==> config.mk <==
export PLATFORM = sky130hd
export DESIGN_NAME = dmem_arbiter
export DESIGN_NICKNAME = d
export VERILOG_FILES = /design/src/rtl/dmem_arbiter.sv
export SDC_FILE = /design/constraint.sdc
export NUM_CORES = 1
export LEC_CHECK = 0
export ABC_CLOCK_PERIOD_IN_PS = 6300
export BUFFER_PORTS_ARGS = -buffer_cell sky130_fd_sc_hd__buf_2
export CORE_AREA = 2 2 101 103
export DETAILED_ROUTE_END_ITERATION = 8
export DIE_AREA = 0 0 103 105
export HOLD_SLACK_MARGIN = 0.1
export PLACE_DENSITY_LB_ADDON = 0.12
export SETUP_SLACK_MARGIN = 0.1
export SYNTH_ARGS = -nofsm -noshare
export SYNTH_HDL_FRONTEND = slang
export SYNTH_SLANG_ARGS = --single-unit
==> constraint.sdc <==
create_clock -name i_clk -period 6.3 [get_ports i_clk]
set_input_delay 0.63 -clock i_clk [delete_from_list [all_inputs] [get_ports i_clk]]
set_output_delay 0.63 -clock i_clk [all_outputs]
set_load 0.05 [all_outputs]
==> src/rtl/dmem_arbiter.sv <==
// dmem_arbiter: shares the single-port data memory between the load/store
// unit (requester 0) and the DMA/debug port (requester 1). One access is
// granted per cycle; byte/half/word requests become a word address, byte
// mask and lane-replicated store data. Responses come back one cycle later,
// aligned and extended, to whichever requester issued the access.
//
// Build option: define DMEM_ARB_RR_EN for round-robin arbitration. Without
// it, requester 0 has fixed priority and a starvation counter bounds how
// long requester 1 can wait.
module dmem_arbiter #(
    parameter int ADDR_W     = 16,
    parameter int STARVE_MAX = 8
) (
    input  logic              i_clk,
    input  logic              i_rst_n,
    input  logic              i_r0_valid,
    input  logic              i_r1_valid,
    output logic              o_r0_ready,
    output logic              o_r1_ready,
    input  logic [ADDR_W-1:0] i_r0_addr,
    input  logic [ADDR_W-1:0] i_r1_addr,
    input  logic              i_r0_we,
    input  logic              i_r1_we,
    input  logic [1:0]        i_r0_size,
    input  logic [1:0]        i_r1_size,
    input  logic              i_r0_uns,
    input  logic              i_r1_uns,
    input  logic [31:0]       i_r0_wdata,
    input  logic [31:0]       i_r1_wdata,
    output logic              o_r0_rsp_valid,
    output logic              o_r1_rsp_valid,
    output logic [31:0]       o_r0_rsp_rdata,
    output logic [31:0]       o_r1_rsp_rdata,
    output logic              o_r0_rsp_err,
    output logic              o_r1_rsp_err,
    output logic [ADDR_W-1:0] o_mem_addr,
    output logic [31:0]       o_mem_wdata,
    output logic [3:0]        o_mem_bmask,
    output logic              o_mem_wren,
    input  logic [31:0]       i_mem_rdata
);

    // Valids are masked by reset so nothing is granted (and memory is never
    // written) while reset is asserted.
    logic req_v0, req_v1;
    logic gnt0, gnt1, any_gnt;

    assign req_v0  = i_r0_valid & i_rst_n;
    assign req_v1  = i_r1_valid & i_rst_n;
    assign any_gnt = gnt0 | gnt1;

`ifdef DMEM_ARB_RR_EN
    // Requester favoured on the next contended cycle (0 out of reset).
    logic rr_pri;

    // Round-robin grant: the favoured requester wins a tie.
    always_comb begin
        gnt1 = req_v1 & (~req_v0 | rr_pri);
        gnt0 = req_v0 & ~gnt1;
    end

    // After a grant, the other requester becomes favoured.
    always_ff @(posedge i_clk or negedge i_rst_n) begin
        if (!i_rst_n)
            rr_pri <= 1'b0;
        else if (any_gnt)
            rr_pri <= gnt0;
    end
`else
    localparam logic [7:0] STARVE_LIM = 8'(STARVE_MAX);

    // Number of consecutive cycles requester 1 has been passed over.
    logic [7:0] starve_cnt;

    // Fixed priority to requester 0 unless requester 1 has waited too long.
    always_comb begin
        gnt1 = req_v1 & (~req_v0 | (starve_cnt == STARVE_LIM));
        gnt0 = req_v0 & ~gnt1;
    end

    // Count requester-1 losses; saturate at the limit, clear once it is
    // served or stops asking.
    always_ff @(posedge i_clk or negedge i_rst_n) begin
        if (!i_rst_n)
            starve_cnt <= '0;
        else if (!req_v1 || gnt1)
            starve_cnt <= '0;
        else if (gnt0 && starve_cnt != STARVE_LIM)
            starve_cnt <= starve_cnt + 8'd1;
    end
`endif

    assign o_r0_ready = gnt0;
    assign o_r1_ready = gnt1;

    // Winner's request fields.
    logic [ADDR_W-1:0] sel_addr;
    logic              sel_we;
    logic [1:0]        sel_size;
    logic              sel_uns;
    logic [31:0]       sel_wdata;
    logic [1:0]        sel_off;

    // Mux the granted requester's fields.
    always_comb begin
        sel_addr  = gnt1 ? i_r1_addr  : i_r0_addr;
        sel_we    = gnt1 ? i_r1_we    : i_r0_we;
        sel_size  = gnt1 ? i_r1_size  : i_r0_size;
        sel_uns   = gnt1 ? i_r1_uns   : i_r0_uns;
        sel_wdata = gnt1 ? i_r1_wdata : i_r0_wdata;
    end

    assign sel_off = sel_addr[1:0];

    logic        dec_err;
    logic [3:0]  dec_mask;
    logic [31:0] dec_wdata;

    // Size/offset decode: lane mask, replicated store data, alignment error.
    always_comb begin
        dec_err   = 1'b0;
        dec_mask  = 4'b0000;
        dec_wdata = '0;
        case (sel_size)
            2'b00: begin
                dec_mask  = 4'b0001 << sel_off;
                dec_wdata = {4{sel_wdata[7:0]}};
            end
            2'b01: begin
                dec_err   = sel_off[0];
                dec_mask  = 4'b0011 << sel_off;
                dec_wdata = {2{sel_wdata[15:0]}};
            end
            2'b10: begin
                dec_err   = |sel_off;
                dec_mask  = 4'b1111;
                dec_wdata = sel_wdata;
            end
            default: dec_err = 1'b1;
        endcase
    end

    // Memory port: idle cycles and errored requests never touch memory.
    always_comb begin
        o_mem_addr  = '0;
        o_mem_bmask = 4'b0000;
        o_mem_wren  = 1'b0;
        o_mem_wdata = '0;
        if (any_gnt) begin
            o_mem_addr = {sel_addr[ADDR_W-1:2], 2'b00};
            if (!dec_err) begin
                o_mem_bmask = dec_mask;
                o_mem_wren  = sel_we;
            end
            if (sel_we)
                o_mem_wdata = dec_wdata;
        end
    end

    // Response tracking for the access currently in the memory's read stage.
    logic       trk_vld;
    logic       trk_id;
    logic       trk_we;
    logic [1:0] trk_off;
    logic [1:0] trk_size;
    logic       trk_uns;
    logic       trk_err;

    // Capture every accepted request; reset drops anything in flight.
    always_ff @(posedge i_clk or negedge i_rst_n) begin
        if (!i_rst_n) begin
            trk_vld  <= 1'b0;
            trk_id   <= 1'b0;
            trk_we   <= 1'b0;
            trk_off  <= 2'b00;
            trk_size <= 2'b00;
            trk_uns  <= 1'b0;
            trk_err  <= 1'b0;
        end else begin
            trk_vld  <= any_gnt;
            trk_id   <= gnt1;
            trk_we   <= sel_we;
            trk_off  <= sel_off;
            trk_size <= sel_size;
            trk_uns  <= sel_uns;
            trk_err  <= dec_err;
        end
    end

    logic [31:0] lane;
    logic [31:0] fmt;

    // Shift the addressed lane down and extend it; stores/errors read as 0.
    always_comb begin
        lane = i_mem_rdata >> {trk_off, 3'b000};
        case (trk_size)
            2'b00:   fmt = trk_uns ? {24'b0, lane[7:0]}
                                   : {{24{lane[7]}}, lane[7:0]};
            2'b01:   fmt = trk_uns ? {16'b0, lane[15:0]}
                                   : {{16{lane[15]}}, lane[15:0]};
            default: fmt = lane;
        endcase
        if (!trk_vld || trk_we || trk_err)
            fmt = '0;
    end

    // Route the response to its owner only.
    always_comb begin
        o_r0_rsp_valid = trk_vld & ~trk_id;
        o_r1_rsp_valid = trk_vld &  trk_id;
        o_r0_rsp_err   = o_r0_rsp_valid & trk_err;
        o_r1_rsp_err   = o_r1_rsp_valid & trk_err;
        o_r0_rsp_rdata = o_r0_rsp_valid ? fmt : '0;
        o_r1_rsp_rdata = o_r1_rsp_valid ? fmt : '0;
    end

endmodule

==> metrics.txt, run 1 <==
largest net degree at the start of global routing=73; number of vias per cell=5.356; DRC=0; commonest non-fill, non-tap cells in the layout=buf_2, nand2_1, nor2_1; FF-to-FF path depth=8; Boundary Pins=263; endpoints failing setup=0; Crit path buffers/inverters=1; DRT antenna net count=0; Setup TNS=0 ns; post-synthesis cell count=529; Critical Path Start Type=flip-flop; Worst path max stage delay=1.00 ns; DR WL/cell=16.53 microns; relative slew slack=0.2695; vias=4724; post-CTS sizing=0; CTS Root Cell=clkbuf_8; Seq/Total Area, Yosys=0.1280; CTS tree=built; Sequential Area=425.4 sq um; Worst Tran Pin Value=1.093 ns; Req. time, crit path=5.67 ns; CTS Buf Count=3; die height=105 microns; crit share post-route=0.6046; die width=103 microns; WS Path Type=flip-flop to output port; post-CTS setup buffer count=0; CP Launch Point=trk_off[1]$_DFF_PN0_; Hold Vio Cnt, Final=0; multi-input logic area=0.002651 sq mm; synthesis-to-finish area growth=39.67%; Final Max Slew Viols=0; routability cong.=0.9351; FF+latch count, synth=17; Final nets=892; htree depth=1; vias in the first global route=4381; Worst Path Max Fanout=35; Core ar.=0.009639 sq mm; # hold bufs at CTS=0; Pleak=2.505 nW; total gr overflow=0; Reg2Reg Launch Point=starve_cnt[0]$_DFFE_PN0P_; Total Wirelength=14580 microns; synth warn=0; min-delay worst type=primary input to asynchronous set/reset pin; Core Util, Final=0.4817; RSZ-0062 raised after global routing=false; Buffers on Ports=260; global-route wire length before repair=21780 microns; status=completed; DP Cell Count=878; Syn Area/Cell=6.284 sq um; Clock Latency Late Sink=0.25 ns; clock-pin slew on the worst setup and hold paths=0.06 ns; VDD IR max=0.05575 mV; ANT cells=0; layout cells sized above 1=0.3845; flop2flop setup slack=3.74 ns; max_cap viols=0; clk_skew=0.002063 ns; fill cell count=1058; CP cell instances=mux4_2 > o21bai_1 > nand3_1 > nor2_1 > buf_2; die area=0.01082 sq mm; DR pass1 iterations=4; row cnt=36; post-layout minimum cycle time=3.809 ns; initial core utilization=0.3449; Mapped Area=0.003324 sq mm; overall routing resource usage=0.2514; DR iter-0 viols=226; RR Endpoint=trk_err$_DFF_PN0_; cell family with most CP delay=flip-flops; Fmax=262.5 MHz; Synth cell types=52; antenna violations before repair=0; pwr dens=119.0 mW/mm^2; CTS max path bufs=2; crit end category=output port; CTS sink count=17; commonest non-fill, non-tap cell in the layout=buf_2; hpwl dp=11840 microns; Critical-path top delay cell=dfrtp_1; arrival time at the worst endpoint=3.18 ns; Finished Layout Cells=882
-- sequential cells by signal, summed over array words and instances, names as in the netlist --
register / flops
trk_uns: 1
trk_vld: 1
trk_off: 2
trk_we: 1
trk_size: 2
trk_err: 1
starve_cnt: 8
trk_id: 1
-- layer usage --
metal | global-route usage | vias to the layer above | part of all wire
met3 | 0.03077 | 41 | 0.070
li1 | - | 2309 | -
met5 | 0 | - | 0
met4 | 0.1184 | 0 | 0.040
met1 | 0.2779 | 2121 | 0.38
met2 | 0.4624 | 253 | 0.51
-- worst max-delay path by stage --
stage,to,slack (ns),cells past startpoint
global route,o_r0_rsp_rdata[28],2.29,5
finish,o_r0_rsp_rdata[29],2.49,5
global placement,o_mem_bmask[3],2.66,8
CTS,o_r0_rsp_rdata[29],2.50,5
detailed placement,o_mem_bmask[0],2.60,8
floorplan,o_mem_wren,2.33,8
-- layout make-up --
class                           count  area share
Inverter                           10    0.008354
Clock buffer                        4    0.009701
Timing Repair Buffer              262      0.2835
Tap cell                          133     0.03584
Sequential cell                    17     0.09162
Multi-Input combinational cell    456      0.5710
-- cell usage after synthesis, drive strengths merged --
cell type | number | area share
nand2 | 110 | 0.12
nor2 | 67 | 0.076
a21oi | 58 | 0.088
a211oi | 33 | 0.075
clkbuf | 24 | 0.027
buf | 23 | 0.037
mux2i | 19 | 0.057
and2 | 18 | 0.034
dfrtp | 17 | 0.13
nor3 | 16 | 0.024
o21ai | 16 | 0.025
mux2 | 12 | 0.043
nand3 | 12 | 0.018
nand2b | 10 | 0.019
o211ai | 9 | 0.020
a21boi | 8 | 0.018
a221oi | 8 | 0.021
a311oi | 8 | 0.021
inv | 8 | 0.0090
o21a | 8 | 0.018
and3 | 6 | 0.011
nor2b | 6 | 0.011
nor4 | 4 | 0.012
xnor2 | 4 | 0.011
xor2 | 4 | 0.011
a31oi | 2 | 0.0038
clkinv | 2 | 0.0026
ha | 2 | 0.0075
o22a | 2 | 0.0053
a2111oi | 1 | 0.0045
a21o | 1 | 0.0023
and3b | 1 | 0.0026
conb | 1 | 0.0011
mux4 | 1 | 0.0068
nor3b | 1 | 0.0038
o2111a | 1 | 0.0034
o21bai | 1 | 0.0023
o221ai | 1 | 0.0045
o22ai | 1 | 0.0019
o32ai | 1 | 0.0049
or2 | 1 | 0.0019
or3 | 1 | 0.0019
-- cells by family after synthesis --
group | synth area share
compound gates | 0.3195
xor+xnor | 0.02107
fa+ha+maj | 0.007526
buf+inv | 0.07565
flops | 0.1280
mux | 0.1069
other cells | 0.001128
simple gates | 0.3402
-- through the flow --
stage	total power [mW]	area, sq um	setup slack (ns)	hold WS [ns]
6_report	0.5525	4643	2.491	0.3072
5_1_grt	0.5895	4643	2.291	0.3340
4_1_cts	0.5534	4643	2.499	0.3164
3_5_place_dp	0.4723	4598	2.596	0.4789
3_3_place_gp	0.4712	4598	2.656	0.4705
2_1_floorplan	0.3594	3328	2.325	0.3344
-- power breakdown --
part	total, mW	switching [mW]	internal, mW
combinational	0.349	0.239	0.110
sequential	0.124	0.0103	0.114
clock	0.0796	0.0347	0.0449
Power figures use the tool's default switching activity.
==> run 2, diff against run 1 <==
--- a/config.mk
+++ b/config.mk
@@ -5,7 +5,7 @@
 export SDC_FILE = /design/constraint.sdc
 export NUM_CORES = 1
 export LEC_CHECK = 0
-export ABC_CLOCK_PERIOD_IN_PS = 6300
+export ABC_CLOCK_PERIOD_IN_PS = 3100
 export BUFFER_PORTS_ARGS = -buffer_cell sky130_fd_sc_hd__buf_2
 export CORE_AREA = 2 2 101 103
 export DETAILED_ROUTE_END_ITERATION = 8
==> constraint.sdc (replaced) <==
create_clock -name i_clk -period 3.1 [get_ports i_clk]
set_input_delay 0.31 -clock i_clk [delete_from_list [all_inputs] [get_ports i_clk]]
set_output_delay 0.31 -clock i_clk [all_outputs]
set_load 0.05 [all_outputs]
==> metrics.txt, run 2 (same netlist as run 1, synthesis figures left out) <==
Design Power=1.162 mW; pwr dens=236.5 mW/mm^2; hpwl dp=12410 microns; Total Wirelength=15520 microns; clock-pin slew on the worst setup and hold paths=0.07 ns; layout cells sized above 1=0.4122; CTS tree=built; die area=0.01082 sq mm; crit share post-route=0.9367; final worst-path setup slack=0.1962 ns; status=completed; Worst Tran Pin Value=0.7842 ns; die width=103 microns; die height=105 microns; Req. time, crit path=2.79 ns; CTS Buf Count=3; number of vias per cell=5.457; total gr overflow=0; Finished Layout Cells=903; Boundary Pins=263; commonest non-fill, non-tap cells in the layout=buf_2, nand2_1, nor2_1; arrival time at the worst endpoint=2.59 ns; htree depth=1; CTS Root Cell=clkbuf_8; Setup TNS=0 ns; Finished Cell Area=0.004913 sq mm; dpl ws=0.2894 ns; DRT antenna net count=0; antenna violations before repair=1; largest net degree at the start of global routing=40; Hold Vio Cnt, Final=0; vias=4928; Cell Area, Placed=0.004790 sq mm; max reg flops=8; initial core utilization=0.3449; DR WL/cell=17.19 microns; Pleak=2.618 nW; Core Util, Final=0.5097; Worst Path Max Fanout=39; max_cap viols=0; Largest Register=starve_cnt; post-layout minimum cycle time=2.904 ns; clk_skew=0.005801 ns; DRC=0; min-delay worst type=primary input to flip-flop; Final Max Slew Viols=0; Buffers on Ports=260; DR iter-0 viols=301; relative slew slack=0.4761; Core ar.=0.009639 sq mm; Fmax=344.4 MHz; RSZ-0062 raised after global routing=true; vias in the first global route=4515; global-route wire length before repair=23270 microns; overall routing resource usage=0.2665; WS Path Type=flip-flop to output port; Regs by FF count=starve_cnt (8), trk_off (2), trk_size (2); commonest non-fill, non-tap cell in the layout=buf_2; row cnt=36; Final Hold Slack=0.2823 ns; synthesis-to-finish area growth=47.80%; CTS sink count=17; DR pass1 iterations=5; VDD IR max=0.2138 mV; routability cong.=0.9668; DP Cell Count=895; Clock Latency Late Sink=0.25 ns; CTS max path bufs=2; endpoints failing setup=0; Final nets=912; crit end category=output port; Critical Path Start Type=flip-flop
## run 2: cell types whose count changed in the layout (fill, tap and decap cells not counted), sizes merged
cell         change
clkbuf           +6
dlygate4sd3      +2
diode            +1
buf             +11
inv              +1
## run 2: timing repair
item,in CTS,in global routing
hold endpoints to repair,3,0
setup buffers,0,1
endpoints found under the setup margin,10,37
hold buffers,2,0
pin swaps,0,1
gates resized for setup,2,18
## run 2: final timing paths
| kind | from | end | slack (ns) | cells past startpoint |
|---|---|---|---|---|
| worst max-delay path | starve_cnt[0]$_DFFE_PN0P_ | o_mem_wdata[2] | 0.20 | 9 |
| worst min-delay path | i_r1_uns | trk_uns$_DFF_PN0_ | 0.28 | 3 |
| worst max register to register | starve_cnt[0]$_DFFE_PN0P_ | trk_err$_DFF_PN0_ | 0.96 | 8 |
| worst min register to register | starve_cnt[0]$_DFFE_PN0P_ | starve_cnt[0]$_DFFE_PN0P_ | 0.48 | 1 |
| max in group asynchronous | i_rst_n | trk_vld$_DFF_PN0_ | 2.30 | 3 |
| min in group asynchronous | i_rst_n | starve_cnt[2]$_DFFE_PN0P_ | 0.50 | 2 |
## run 2: per-layer routing
metal / vias up / global-route usage / share of wire
li1: 2355 / - / -
met1: 2215 / 0.3545 / 0.40
met2: 310 / 0.4365 / 0.47
met3: 48 / 0.03813 / 0.093
met4: 0 / 0.08835 / 0.037
met5: - / 0 / 0
## run 2: area by class of cell
type / instances / area [sq um]
antenna: 1 / 2.502
clock buffer: 3 / 41.29
clock inverter: 1 / 5.005
fill: 1050 / 4726
inverter: 10 / 40.04
multi-input combinational: 456 / 2705
sequential: 17 / 425.4
tap: 133 / 166.4
timing repair buffer: 282 / 1528
## run 2: report_power, final
group	switching [mW]	leakage, nW	internal, mW
clock	0.0747	0.0255	0.0890
combinational	0.503	2.37	0.250
sequential	0.0143	0.218	0.232
## run 2: worst max-delay path, stage by stage, from the launching register on
cell and delay, ns:
dfrtp_1 0.38, inv_1 0.06, ha_1 0.18, and3b_1 0.19
a21oi_2 0.24, or2_4 0.23, buf_8 0.24, o221ai_2 0.28
a21oi_1 0.26, clkbuf_4 0.27
==> run 3, diff against run 2 <==
--- a/config.mk
+++ b/config.mk
@@ -5,6 +5,7 @@
 export SDC_FILE = /design/constraint.sdc
 export NUM_CORES = 1
 export LEC_CHECK = 0
+export ABC_AREA = 1
 export ABC_CLOCK_PERIOD_IN_PS = 3100
 export BUFFER_PORTS_ARGS = -buffer_cell sky130_fd_sc_hd__buf_2
 export CORE_AREA = 2 2 101 103
@@ -12,6 +13,7 @@
 export DIE_AREA = 0 0 103 105
 export HOLD_SLACK_MARGIN = 0.1
 export PLACE_DENSITY_LB_ADDON = 0.12
+export REMOVE_ABC_BUFFERS = 1
 export SETUP_SLACK_MARGIN = 0.1
 export SYNTH_ARGS = -nofsm -noshare
 export SYNTH_HDL_FRONTEND = slang
==> metrics.txt, run 3 <==
Seq/Total Area, Yosys=0.1292; DR iter-0 viols=209; CTS sink count=17; endpoints failing setup=0; DRT antenna net count=0; crit end category=output port; cell taking the most area after synthesis=nand2_1; vias in the first global route=4526; fill cell count=1080; DRC=0; post-synthesis cell count=630; Synth cell types=34; VDD IR max=0.1194 mV; antenna violations before repair=0; EDFF count, synth=0; FF-to-FF path depth=11; largest net degree at the start of global routing=35; vias=4857; Pleak=2.961 nW; share of the synthesized area in the top cell type=0.2724; total gr overflow=0; Critical-path top delay cell=dfrtp_1; arrival time at the worst endpoint=2.54 ns; cell family with most CP delay=buffers and inverters; Worst Tran Pin Value=0.9240 ns; initial core utilization=0.3416; Reg2Reg Launch Point=starve_cnt[0]$_DFFE_PN0P_; global-route wire length before repair=20580 microns; multi-input logic area=0.002496 sq mm; NetSw=608.3 uW; crit share post-route=0.9203; asr flop ratio synth=1.000; clock share of power=0.135; CP cell instances=inv_1 > ha_1 > nand3_2 > o21ai_4 > buf_12 > nand3_1 > nand2_4 > buf_8 > nand3_1 > nand3_1 > nand2_1 > inv_1 > buf_2; FF+latch count, synth=17; Synth Area in Simple Gates=0.6064; post-synthesis mux area share=0.02128; largest family of logic cells by synthesized area=simple AND/OR/NAND/NOR gates; Crit path buffers/inverters=5; sw frac=0.5178; Final Hold Slack=0.2764 ns; internal power=566.5 uW; Hold Vio Cnt, Final=0; final worst-path setup slack=0.2472 ns; Boundary Pins=263; Regs by FF count=starve_cnt (8), trk_off (2), trk_size (2); post-layout minimum cycle time=2.853 ns; status=completed; CTS tree=built; DR WL/cell=13.23 microns; Critical Path Start Type=flip-flop; Post-synth top cells=nand2_1, nor2_1, nand3_1; CTS Root Cell=clkbuf_8; hpwl dp=10930 microns; max reg flops=8; row cnt=36; Worst path max stage delay=0.39 ns; synth warn=0; flop2flop setup slack=1.24 ns; Synth Area in Compound Gates=0.1106; CTS max path bufs=2; CP Capture Point=o_mem_wdata[11]; CTS Buf Count=3; Most common cell on crit path=nand3_1; Sequential Area=425.4 sq um; number of vias per cell=4.823; die height=105 microns; ANT cells=0; Buffers on Ports=260; synthesis-to-finish area growth=46.58%; Design Power=1.175 mW; RR Endpoint=trk_err$_DFF_PN0_; Req. time, crit path=2.79 ns; hold_sp=i_r1_uns; Core Util, Final=0.5008; max_cap viols=0; Final nets=1017; Post-synth top flop=dfrtp_1; Post-Synth XOR/XNOR Area=0.002660; Post-Synth Adder-Cell Area=0.007599; overall routing resource usage=0.2316; Final Max Slew Viols=0; combinational share of power=0.655; Total Wirelength=13330 microns; RSZ-0062 raised after global routing=true; Largest Register=starve_cnt; Fmax=350.5 MHz; relative slew slack=0.3833; CP Launch Point=starve_cnt[0]$_DFFE_PN0P_; min-delay worst type=primary input to flip-flop; die area=0.01082 sq mm; WS Path Type=flip-flop to output port; most frequent cell after synthesis=nand2_1; synth top area cells=nand2_1, dfrtp_1, nand3_1, nor2_1, inv_1; commonest non-fill, non-tap cells in the layout=buf_2, nand2_1, nor2_1; pwr dens=243.4 mW/mm^2; DR pass1 iterations=5; Syn Area/Cell=5.227 sq um; routability cong.=0.8592; commonest non-fill, non-tap cell in the layout=buf_2; die width=103 microns; dpl ws=0.2679 ns; Crit path depth=13; Worst Path Max Fanout=24; clock-pin slew on the worst setup and hold paths=0.06 ns; Mapped Area=0.003293 sq mm; Core ar.=0.009639 sq mm; layout cells sized above 1=0.3730; Clock Latency Late Sink=0.25 ns; clk_skew=0.003015 ns; htree depth=1; part of the power in registers=0.210
run 3: cell types whose count changed after synthesis, moves of 13 or more:
cell and delta:
nand2_1 +129, nand3_1 +69, a21oi_1 -45, a211oi_1 -33, nor2_1 +33, inv_1 +30, and2_1 -18, nand3_2 +13
run 3: power groups by stage:
stage | registers, mW | logic (mW) | clock network (mW)
after global placement | 0.250 | 0.745 | 0
after global routing | 0.248 | 0.843 | 0.179
after detailed placement | 0.251 | 0.750 | 0
after CTS | 0.247 | 0.761 | 0.163
after floorplan | 0.253 | 0.490 | 0
final | 0.246 | 0.770 | 0.159
run 3: cell families after synthesis:
family	count (synthesis)
other cells	1
simple gates	459
fa+ha+maj	2
compound gates	57
mux	7
buf+inv	86
flops	17
xor+xnor	1
run 3: per-stage QoR:
stage / area (sq um) / cells / TNS (ns)
after global placement: 4668 / 997 / 0
after floorplan: 3060 / 588 / -8.166
after CTS: 4760 / 1005 / 0
final: 4827 / 1007 / 0
after global routing: 4827 / 1007 / 0
after detailed placement: 4668 / 997 / 0
run 3: per-layer routing:
layer | vias up | wire length (microns) | GRT usage
li1 | 2481 | - | -
met1 | 2121 | 5213 | 0.2720
met2 | 229 | 6867 | 0.4309
met3 | 26 | 901 | 0.01605
met4 | 0 | 343 | 0.07989
met5 | - | 0 | 0
run 3: worst register-to-register path, stage by stage (launching register included):
cell and delay [ns]:
dfrtp_1 0.39, inv_1 0.08, ha_1 0.16, nand3_2 0.09, o21ai_4 0.23, nand2_8 0.17, buf_6 0.22, nand2_1 0.08
nand2_1 0.10, nand2_1 0.11, nand2_1 0.07, nand2_1 0.08
run 3: worst min-delay path by stage:
stage                                      endpoint  slack [ns]  cells past startpoint
after detailed placement          trk_err$_DFF_PN0_        0.31                      2
after global placement            trk_err$_DFF_PN0_        0.30                      2
after global routing              trk_uns$_DFF_PN0_        0.28                      3
after CTS                         trk_uns$_DFF_PN0_        0.28                      3
after floorplan           starve_cnt[0]$_DFFE_PN0P_        0.01                      0
final                             trk_uns$_DFF_PN0_        0.28                      3
run 3: area by class of cell:
class | instances | share of cell area
sequential | 17 | 0.08813
clock buffer | 4 | 0.009331
timing repair buffer | 282 | 0.3165
inverter | 43 | 0.03447
multi-input combinational | 528 | 0.5171
tap | 133 | 0.03447
run 3: what timing repair did:
action,4_1_cts,5_1_grt
buffers inserted,3,2
pin swaps,1,3
gates resized for setup,5,13
hold buffers,1,0
endpoints found under the hold margin,17,0
endpoints found under the setup margin,24,45
